[src/rtl/decode_ctrl_seq.sv]
// Decode-stage control unit with D/E pipeline register and mul/div occupancy FSM.
// Optional RV32M decode and multi-cycle sequencing enabled by macro RV32M_EN.
module decode_ctrl_seq #(
  parameter int ALU_CTRL_W  = 5,
  parameter int MUL_LATENCY = 2,
  parameter int DIV_LATENCY = 33
) (
  input  logic                  clk,
  input  logic                  rst,
  input  logic                  instr_valid_d,
  input  logic [6:0]            op,
  input  logic [2:0]            funct3,
  input  logic                  funct7b5,
  input  logic                  funct7b0,
  input  logic                  stall_e,
  input  logic                  flush_e,
  output logic [2:0]            imm_src_d,
  output logic                  illegal_d,
  output logic                  busy_stall_d,
  output logic                  valid_e,
  output logic                  reg_write_e,
  output logic                  mem_write_e,
  output logic                  jump_e,
  output logic                  branch_e,
  output logic                  alu_src_a_e,
  output logic                  alu_src_b_e,
  output logic                  adder_src_e,
  output logic [1:0]            res_src_e,
  output logic [ALU_CTRL_W-1:0] alu_control_e,
  output logic                  md_start_e,
  output logic                  md_done_e
);

  localparam int MAX_LAT = (MUL_LATENCY > DIV_LATENCY) ? MUL_LATENCY : DIV_LATENCY;
  localparam int CNT_W   = (MAX_LAT > 1) ? $clog2(MAX_LAT) : 1;

  logic       reg_write_s, mem_write_s, jump_s, branch_s;
  logic       alu_src_a_s, alu_src_b_s, adder_src_s, known_s, md_s, load_ok_s;
  logic [1:0] res_src_s;
  logic [2:0] imm_s;
  logic [4:0] alu_code_s;

  function automatic logic [4:0] alu_arith(input logic [2:0] f3, input logic sub, input logic sra);
    logic [4:0] code;
    case (f3)
      3'b000:  code = sub ? 5'd1 : 5'd0;
      3'b001:  code = 5'd2;
      3'b010:  code = 5'd3;
      3'b011:  code = 5'd4;
      3'b100:  code = 5'd5;
      3'b101:  code = sra ? 5'd7 : 5'd6;
      3'b110:  code = 5'd8;
      3'b111:  code = 5'd9;
      default: code = 5'd0;
    endcase
    return code;
  endfunction

  // Combinational decode of the instruction in the D slot
  always_comb begin
    reg_write_s = 1'b0; mem_write_s = 1'b0; jump_s = 1'b0; branch_s = 1'b0;
    alu_src_a_s = 1'b0; alu_src_b_s = 1'b0; adder_src_s = 1'b0;
    res_src_s = 2'b00; imm_s = 3'b000; alu_code_s = 5'd0; md_s = 1'b0; known_s = 1'b1;
    case (op)
      7'b0000011: begin reg_write_s = 1'b1; alu_src_b_s = 1'b1; res_src_s = 2'b01; end
      7'b0100011: begin mem_write_s = 1'b1; alu_src_b_s = 1'b1; imm_s = 3'b001; end
      7'b0010011: begin
        reg_write_s = 1'b1; alu_src_b_s = 1'b1;
        alu_code_s = alu_arith(funct3, op[5] & funct7b5, funct7b5);
      end
      7'b0110011: begin
        reg_write_s = 1'b1;
`ifdef RV32M_EN
        if (funct7b0) begin
          alu_code_s = 5'd14 + {2'b00, funct3};
          md_s = 1'b1;
        end else begin
          alu_code_s = alu_arith(funct3, op[5] & funct7b5, funct7b5);
        end
`else
        alu_code_s = alu_arith(funct3, op[5] & funct7b5, funct7b5);
`endif
      end
      7'b1100011: begin
        branch_s = 1'b1; imm_s = 3'b010;
        case (funct3[2:1])
          2'b00:   alu_code_s = 5'd10;
          2'b10:   alu_code_s = 5'd11;
          2'b11:   alu_code_s = 5'd12;
          default: alu_code_s = 5'd0;
        endcase
      end
      7'b1101111: begin reg_write_s = 1'b1; jump_s = 1'b1; res_src_s = 2'b10; imm_s = 3'b011; end
      7'b1100111: begin reg_write_s = 1'b1; jump_s = 1'b1; res_src_s = 2'b10; adder_src_s = 1'b1; end
      7'b0110111: begin reg_write_s = 1'b1; alu_src_b_s = 1'b1; imm_s = 3'b100; alu_code_s = 5'd13; end
      7'b0010111: begin
        reg_write_s = 1'b1; alu_src_a_s = 1'b1; alu_src_b_s = 1'b1; imm_s = 3'b100;
      end
      default:    known_s = 1'b0;
    endcase
  end

  assign imm_src_d = imm_s;
  assign illegal_d = instr_valid_d & ~known_s;
  assign load_ok_s = instr_valid_d & known_s;

  logic md_e_r, div_e_r;

  // D/E pipeline register: flush beats any stall, invalid slots load zeros
  always_ff @(posedge clk) begin
    if (rst | flush_e) begin
      valid_e <= 1'b0; reg_write_e <= 1'b0; mem_write_e <= 1'b0; jump_e <= 1'b0;
      branch_e <= 1'b0; alu_src_a_e <= 1'b0; alu_src_b_e <= 1'b0; adder_src_e <= 1'b0;
      res_src_e <= 2'b00; alu_control_e <= '0; md_e_r <= 1'b0; div_e_r <= 1'b0;
    end else if (stall_e | busy_stall_d) begin
      valid_e <= valid_e;
    end else begin
      valid_e       <= load_ok_s;
      reg_write_e   <= reg_write_s & load_ok_s;
      mem_write_e   <= mem_write_s & load_ok_s;
      jump_e        <= jump_s & load_ok_s;
      branch_e      <= branch_s & load_ok_s;
      alu_src_a_e   <= alu_src_a_s & load_ok_s;
      alu_src_b_e   <= alu_src_b_s & load_ok_s;
      adder_src_e   <= adder_src_s & load_ok_s;
      res_src_e     <= res_src_s & {2{load_ok_s}};
      alu_control_e <= load_ok_s ? ALU_CTRL_W'(alu_code_s) : '0;
      md_e_r        <= md_s & load_ok_s;
      div_e_r       <= funct3[2] & load_ok_s;
    end
  end

`ifdef RV32M_EN
  typedef enum logic [1:0] {IDLE, BUSY, HOLD} state_t;
  state_t           state_r;
  logic [CNT_W-1:0] cnt_r, lat_m2_s;
  logic             lat_gt1_s, md_act_s;

  assign md_act_s = valid_e & md_e_r;

  // Latency of the op class currently in E
  always_comb begin
    if (div_e_r) begin
      lat_gt1_s = (DIV_LATENCY > 1);
      lat_m2_s  = CNT_W'(DIV_LATENCY - 2);
    end else begin
      lat_gt1_s = (MUL_LATENCY > 1);
      lat_m2_s  = CNT_W'(MUL_LATENCY - 2);
    end
  end

  // Start/busy/done follow the current state; flush only takes effect next cycle
  always_comb begin
    md_start_e = 1'b0; busy_stall_d = 1'b0; md_done_e = 1'b0;
    case (state_r)
      IDLE: begin
        if (md_act_s) begin
          md_start_e   = 1'b1;
          busy_stall_d = lat_gt1_s;
          md_done_e    = ~lat_gt1_s;
        end else begin
          md_start_e = 1'b0;
        end
      end
      BUSY: begin
        if (cnt_r != '0) busy_stall_d = 1'b1;
        else             md_done_e = 1'b1;
      end
      default: md_start_e = 1'b0;
    endcase
  end

  // Mul/div occupancy sequencer
  always_ff @(posedge clk) begin
    if (rst | flush_e) begin
      state_r <= IDLE;
      cnt_r   <= '0;
    end else begin
      case (state_r)
        IDLE: begin
          if (md_act_s && lat_gt1_s) begin
            state_r <= BUSY;
            cnt_r   <= lat_m2_s;
          end else if (md_act_s && stall_e) begin
            state_r <= HOLD;
          end else begin
            state_r <= IDLE;
          end
        end
        BUSY: begin
          if (cnt_r != '0) cnt_r   <= cnt_r - CNT_W'(1);
          else if (stall_e) state_r <= HOLD;
          else              state_r <= IDLE;
        end
        HOLD: begin
          if (!stall_e) state_r <= IDLE;
          else          state_r <= HOLD;
        end
        default: state_r <= IDLE;
      endcase
    end
  end
`else
  logic unused_s;
  assign unused_s     = funct7b0 ^ md_s ^ md_e_r ^ div_e_r;
  assign busy_stall_d = 1'b0;
  assign md_start_e   = 1'b0;
  assign md_done_e    = 1'b0;
`endif

endmodule
[config.mk]
export PLATFORM = sky130hd
export DESIGN_NAME = decode_ctrl_seq
export DESIGN_NICKNAME = d
export VERILOG_FILES = /design/src/rtl/decode_ctrl_seq.sv
export SDC_FILE = /design/constraint.sdc
export NUM_CORES = 1
export LEC_CHECK = 0
export ABC_AREA = 1
export CORE_MARGIN = 1.5
export CORE_UTILIZATION = 42
export CTS_CLUSTER_DIAMETER = 120
export DETAILED_ROUTE_END_ITERATION = 6
export PLACE_DENSITY = 0.79
export SYNTH_ARGS = -nofsm -noshare
export SYNTH_HDL_FRONTEND = slang
export SYNTH_SLANG_ARGS = --single-unit
[constraint.sdc]
create_clock -name clk -period 1.5 [get_ports clk]
set_clock_uncertainty 0.2 [all_clocks]
set_input_delay 0.15 -clock clk [delete_from_list [all_inputs] [get_ports clk]]
set_output_delay 0.15 -clock clk [all_outputs]
set_load 0.1 [all_outputs]
==> metrics.txt, run 1 <==
status finished with violations; failing checks setup timing; TritonRoute pass-1 iters 4; crit-path max cell delay 0.18 ns; Placed Cells incl. Taps 218; Area growth, synth to finish 100.0%; syn avg cell area 6.700 um^2; CP endpoint kind output port; most used cell, CP nand2_4; FF+latch count, synth 13; fin crit share 1.023; CTS Hold Bufs 0; layout cell share with drive strength beyond 1 0.5743; peak supply drop 0.5437 mV; setup TNS -0.08490 ns; worst min path class primary input to flop; Leak Pwr 0.7781 nW; Starting Density 0.4573; maximum root-to-sink buffer count 2; Worst Path Arrival 1.18 ns; R2R depth 2; n_diodes 0; met1 WL 1658 um; highest routing layer actually used met4; Setup violations, final 5; crit path max-delay cell type buf_12; initial drt markers 37; Synthesis Warnings 0; RR Endpoint res_src_e[0]; kind of critical path primary input to output port; port buffer count 33; Syn Inst Count 138; GRT overflow 0; HPWL after DPL 2595 um; Max Clk Rate 651.5 MHz; Die W 49.92 um; initial antenna violation count 0; core area 2022 um^2; Hold Vio Cnt, Final 0; Hold Path Sink branch_e; total power 0.0008924 W; Setup WS post-layout -0.03499 ns; fin nets 220; Die ar. 2492 um^2; CTS Buf Count 3; final cell count without fillers 229; nature of the critical path startpoint primary input; max-slew violation count 0; RSZ-0062 raised after global routing yes; GRT Util Overall 0.3655; WL met2 2377 um; reg2reg setup slack 0.54 ns; CTS tree built; worst path required time 1.15 ns; Clock Pin Slew Worst Setup and Hold Paths 0.09 ns; post-synth cell types 21; clock sinks 13; vias 1295; Clk Latency, worst-skew pair 0.28 ns; crit path cell chain buf_2 -> nand2_4 -> inv_4 -> nand2_4 -> inv_1 -> nand2_1 -> nand3_4 -> nor2_4 -> buf_12; Crit Path Max Fanout 4; Hold Path Stages 4; first-pass GRT wire length 6603 um; largest net degree at the start of global routing 14; DR vias/cell 5.655; final wirelength 4625 um; I/O pin cnt 39; wire length per cell 20.20 um; max-cap viol count 0; Root Buffer clkbuf_4; CTS H-tree depth 1; Pwr Density 482.6 nW/um^2; Tmin final 1.535 ns; Die Y 49.92 um; vias in the first global route 1294; Routed met3 length 279 um; Mapped Area 924.6 um^2; Seq/Total Area, Yosys 0.2815; reg2reg start res_src_e[0]; row count 16; Final GP Congestion 0.8580; DRC 0; min-delay src op[6]; Final ANT Viol Nets 0
-- worst max-delay path: cells and delay by family --
family / cells / cell delay [ns]
buffers and inverters: 4 / 0.44
and+or+nand+nor: 5 / 0.58
-- cells in the final DEF (no fill, tap or decap) --
cell             count
a21oi_2              9
clkbuf_1             1
inv_1                9
inv_2                2
a21oi_1              5
inv_12               1
dfxtp_1             12
inv_4                2
nand4_1              2
buf_6                2
buf_4               35
dfxtp_2              1
buf_12              18
nor2_4              10
or2_2                1
clkbuf_4             3
nand3_2             11
nand2_2              8
o21ai_0              3
conb_1               4
nand2_8              1
o31ai_4              1
nor2_1               5
o211ai_1             1
nand2_4              4
nand2_1             30
buf_2                3
nand3_1              6
nand3_4              1
clkdlybuf4s50_1      8
nor2_2               3
-- state kept, by name, summed over array words and instances, names as in the netlist --
register       flops
alu_src_a_e        1
reg_write_e        1
valid_e            1
adder_src_e        1
alu_src_b_e        1
mem_write_e        1
res_src_e          2
branch_e           1
alu_control_e      4
-- worst max-delay path by stage --
stage | to | startpoint | slack (ns)
finish | illegal_d | op[0] | -0.03
CTS | illegal_d | op[5] | 0.0003
floorplan | illegal_d | op[4] | -0.16
detailed placement | alu_control_e[2] | op[4] | -0.62
global route | illegal_d | op[0] | -0.05
global placement | res_src_e[1] | op[4] | -0.50
-- synthesized netlist by cell type --
cell / instances / area [um^2]
o211ai_1: 1 / 7.510
a21oi_2: 9 / 78.83
a21oi_1: 5 / 25.02
nand3_1: 9 / 45.04
nand2_2: 3 / 18.77
nor2_4: 1 / 11.26
buf_4: 6 / 45.04
nand4_1: 2 / 12.51
nand2_1: 40 / 150.1
nor2_2: 5 / 31.28
clkbuf_1: 2 / 7.510
buf_6: 1 / 11.26
or2_2: 1 / 6.260
conb_1: 1 / 3.750
inv_1: 10 / 37.54
o31ai_1: 1 / 7.510
dfxtp_1: 13 / 260.3
nand3_2: 9 / 90.09
inv_2: 4 / 15.01
nor2_1: 12 / 45.04
o21ai_0: 3 / 15.01
-- what timing repair did --
action                     CTS  global route
hold endpoints to repair     0             0
resized for setup           52            11
pin swaps                   15             4
setup endpoints to repair   14             5
buffers inserted             9             1
-- final cells by class --
cell class / count / area (um^2)
clock buffers: 4 / 26.28
fillers: 83 / 172.7
inverters: 14 / 70.07
multi-input cells: 105 / 716.9
flip-flops and latches: 13 / 261.5
well taps: 27 / 33.78
repair buffers: 66 / 740.7
-- through the flow --
step	hold WS, ns	util	instance area [um^2]	setup slack, ns
floorplan	0.08893	-	1012	-0.1565
global placement	0.2892	0.8348	1688	-0.4981
detailed placement	0.3079	0.8348	1688	-0.6237
CTS	0.1504	0.9059	1832	0.0003129
global route	0.2161	0.9146	1849	-0.05317
finish	0.2000	0.9146	1849	-0.03499
-- logic make-up after synthesis --
kind of cell	after synthesis	share of synthesized area
AND/OR/NAND/NOR	82	0.4438
buffers and inverters	23	0.1258
flip-flops	13	0.2815
other	1	0.004056
AO/OA/AOI/OAI	19	0.1448
-- metal layers --
metal / GRT usage / up-vias
li1: - / 562
met1: 0.3810 / 599
met2: 0.6733 / 95
met3: 0.07273 / 39
met4: 0.2037 / 0
met5: 0 / -
-- power by group --
part           total (W)  switching [W]  internal (W)
logic           0.000310       0.000202      0.000108
registers       0.000346    0.000000438      0.000345
clock network   0.000237       0.000133      0.000104
total           0.000892       0.000336      0.000557
Note: power is estimated with default switching activity, not from simulation.
==> run 2: changes to the inputs <==
--- a/config.mk
+++ b/config.mk
@@ -6,11 +6,14 @@
 export NUM_CORES = 1
 export LEC_CHECK = 0
 export ABC_AREA = 1
+export ABC_CLOCK_PERIOD_IN_PS = 1500
+export CAP_MARGIN = 10
 export CORE_MARGIN = 1.5
 export CORE_UTILIZATION = 42
 export CTS_CLUSTER_DIAMETER = 120
 export DETAILED_ROUTE_END_ITERATION = 6
 export PLACE_DENSITY = 0.79
+export SKIP_LAST_GASP = 1
 export SYNTH_ARGS = -nofsm -noshare
 export SYNTH_HDL_FRONTEND = slang
 export SYNTH_SLANG_ARGS = --single-unit
==> metrics.txt, run 2 (synthesis results as in run 1) <==
fin crit share 1.001; Worst Path Arrival 1.53 ns; row count 16; n_diodes 0; reg2reg start res_src_e[0]; internal power 0.0005554 W; port buffer count 33; sw frac 0.3771; kind of critical path primary input to flop; Area growth, synth to finish 99.46%; Hold Path Sink branch_e; Die Y 49.92 um; reg2reg setup slack 0.54 ns; layout cell share with drive strength beyond 1 0.5693; max-slew violation count 0; most frequent cells in the layout buf_4 (33), nand2_1 (31), buf_12 (18); worst path required time 1.53 ns; Setup violations, final 2; combinational share of power 0.344; DRC 0; Hold Path Stages 4; vias in the first global route 1294; final wirelength 4407 um; RR Endpoint res_src_e[0]; Root Buffer clkbuf_4; Clk Latency, worst-skew pair 0.29 ns; clock sinks 13; Layout fillers 84; Clock Pin Slew Worst Setup and Hold Paths 0.09 ns; CTS tree built; Leak Pwr 0.7767 nW; register share of total power 0.388; Largest register FFs 4; Crit Path Max Fanout 10; Hold Vio Cnt, Final 0; Pwr Density 483.5 nW/um^2; largest net degree at the start of global routing 14; wire length per cell 19.24 um; nature of the critical path startpoint primary input; initial drt markers 62; most common cell after layout, fill and taps aside buf_4; largest register by flop count alu_control_e; max-cap viol count 0; RSZ-0062 raised after global routing yes; min-delay src op[6]; failing checks setup timing; status finished with violations; peak supply drop 0.5612 mV; GRT overflow 0; HPWL after DPL 2595 um; maximum root-to-sink buffer count 2; core area 2022 um^2; CTS H-tree depth 1; Max Clk Rate 665.9 MHz; R2R depth 2; worst min path class primary input to flop; vias 1297; biggest regs alu_control_e: 4 flops, res_src_e: 2 flops; first-pass GRT wire length 6603 um; CTS Hold Bufs 0; Starting Density 0.4573; worst hold slack 0.2130 ns; fin nets 220; DR vias/cell 5.664; Die W 49.92 um; GRT Util Overall 0.3655; DP Worst Slack -0.6237 ns; crit path from op[6]; TritonRoute pass-1 iters 4; Final ANT Viol Nets 0; Final GP Congestion 0.8580; Setup WS post-layout -0.001754 ns; Clock Power Share 0.269; Die ar. 2492 um^2; initial antenna violation count 0; CTS Buf Count 3; Tmin final 1.502 ns; CP endpoint kind flop; Psw 0.0003362 W; I/O pin cnt 39
-- run 2: cell types whose count changed in the layout (fill, tap and decap cells not counted) --
| cell | change |
|---|---|
| buf_2 | +1 |
| buf_4 | -2 |
| clkbuf_4 | +1 |
| nand2_1 | +1 |
| nand2_2 | -1 |
-- run 2: timing repair --
action                                  in CTS  in global routing
setup buffers                                9                  1
resized for setup                           52                  7
cloned                                       0                  0
endpoints found under the setup margin      14                  5
pin swaps                                   15                  4
-- run 2: power groups by stage --
stage	clock [W]	combinational (W)	sequential (W)
floorplan	0	0.000156	0.000356
global placement	0	0.000255	0.000354
detailed placement	0	0.000267	0.000354
CTS	0.000231	0.000292	0.000345
global route	0.000251	0.000318	0.000346
finish	0.000240	0.000306	0.000346
-- run 2: metrics by stage --
stage | instances | util | power, W | setup TNS [ns] | cell area, um^2
after floorplan | 141 | - | 0.0005117 | -0.4372 | 1012
after global placement | 218 | 0.8348 | 0.0006085 | -6.552 | 1688
after detailed placement | 218 | 0.8348 | 0.0006210 | -7.754 | 1688
after CTS | 230 | 0.9059 | 0.0008682 | 0 | 1832
after global routing | 229 | 0.9121 | 0.0009149 | -0.1055 | 1844
final | 229 | 0.9121 | 0.0008916 | -0.002344 | 1844
-- run 2: worst max-delay path by stage --
stage                        to  slack [ns]  cells after the start
2_1_floorplan         illegal_d       -0.16                      9
3_3_place_gp       res_src_e[1]       -0.50                     11
3_5_place_dp   alu_control_e[2]       -0.62                     11
4_1_cts               illegal_d      0.0003                     10
5_1_grt               illegal_d       -0.06                      9
6_report            alu_src_b_e      -0.002                     10
-- run 2: cell type report --
| class | instances | area (um^2) | area share |
|---|---|---|---|
| flip-flops and latches | 13 | 261.5 | 0.1418 |
| clock buffers | 4 | 26.28 | 0.01425 |
| well taps | 27 | 33.78 | 0.01832 |
| multi-input cells | 105 | 714.4 | 0.3874 |
| repair buffers | 66 | 738.2 | 0.4003 |
| inverters | 14 | 70.07 | 0.03799 |
-- run 2: critical path, stage by stage --
cell and delay (ns):
buf_2 0.16, nor2_4 0.15, nand2_1 0.09, nor2_2 0.22, nor2_4 0.07, nand3_4 0.10
buf_4 0.11, buf_4 0.20, nand3_1 0.13, a21oi_1 0.15
-- run 2: routing by layer --
| layer | global-route usage | vias to the layer above | routed length, um |
|---|---|---|---|
| met3 | 0.07273 | 35 | 297 |
| met5 | 0 | - | 0 |
| met4 | 0.2037 | 0 | 281 |
| li1 | - | 560 | - |
| met1 | 0.3810 | 613 | 1520 |
| met2 | 0.6733 | 89 | 2307 |
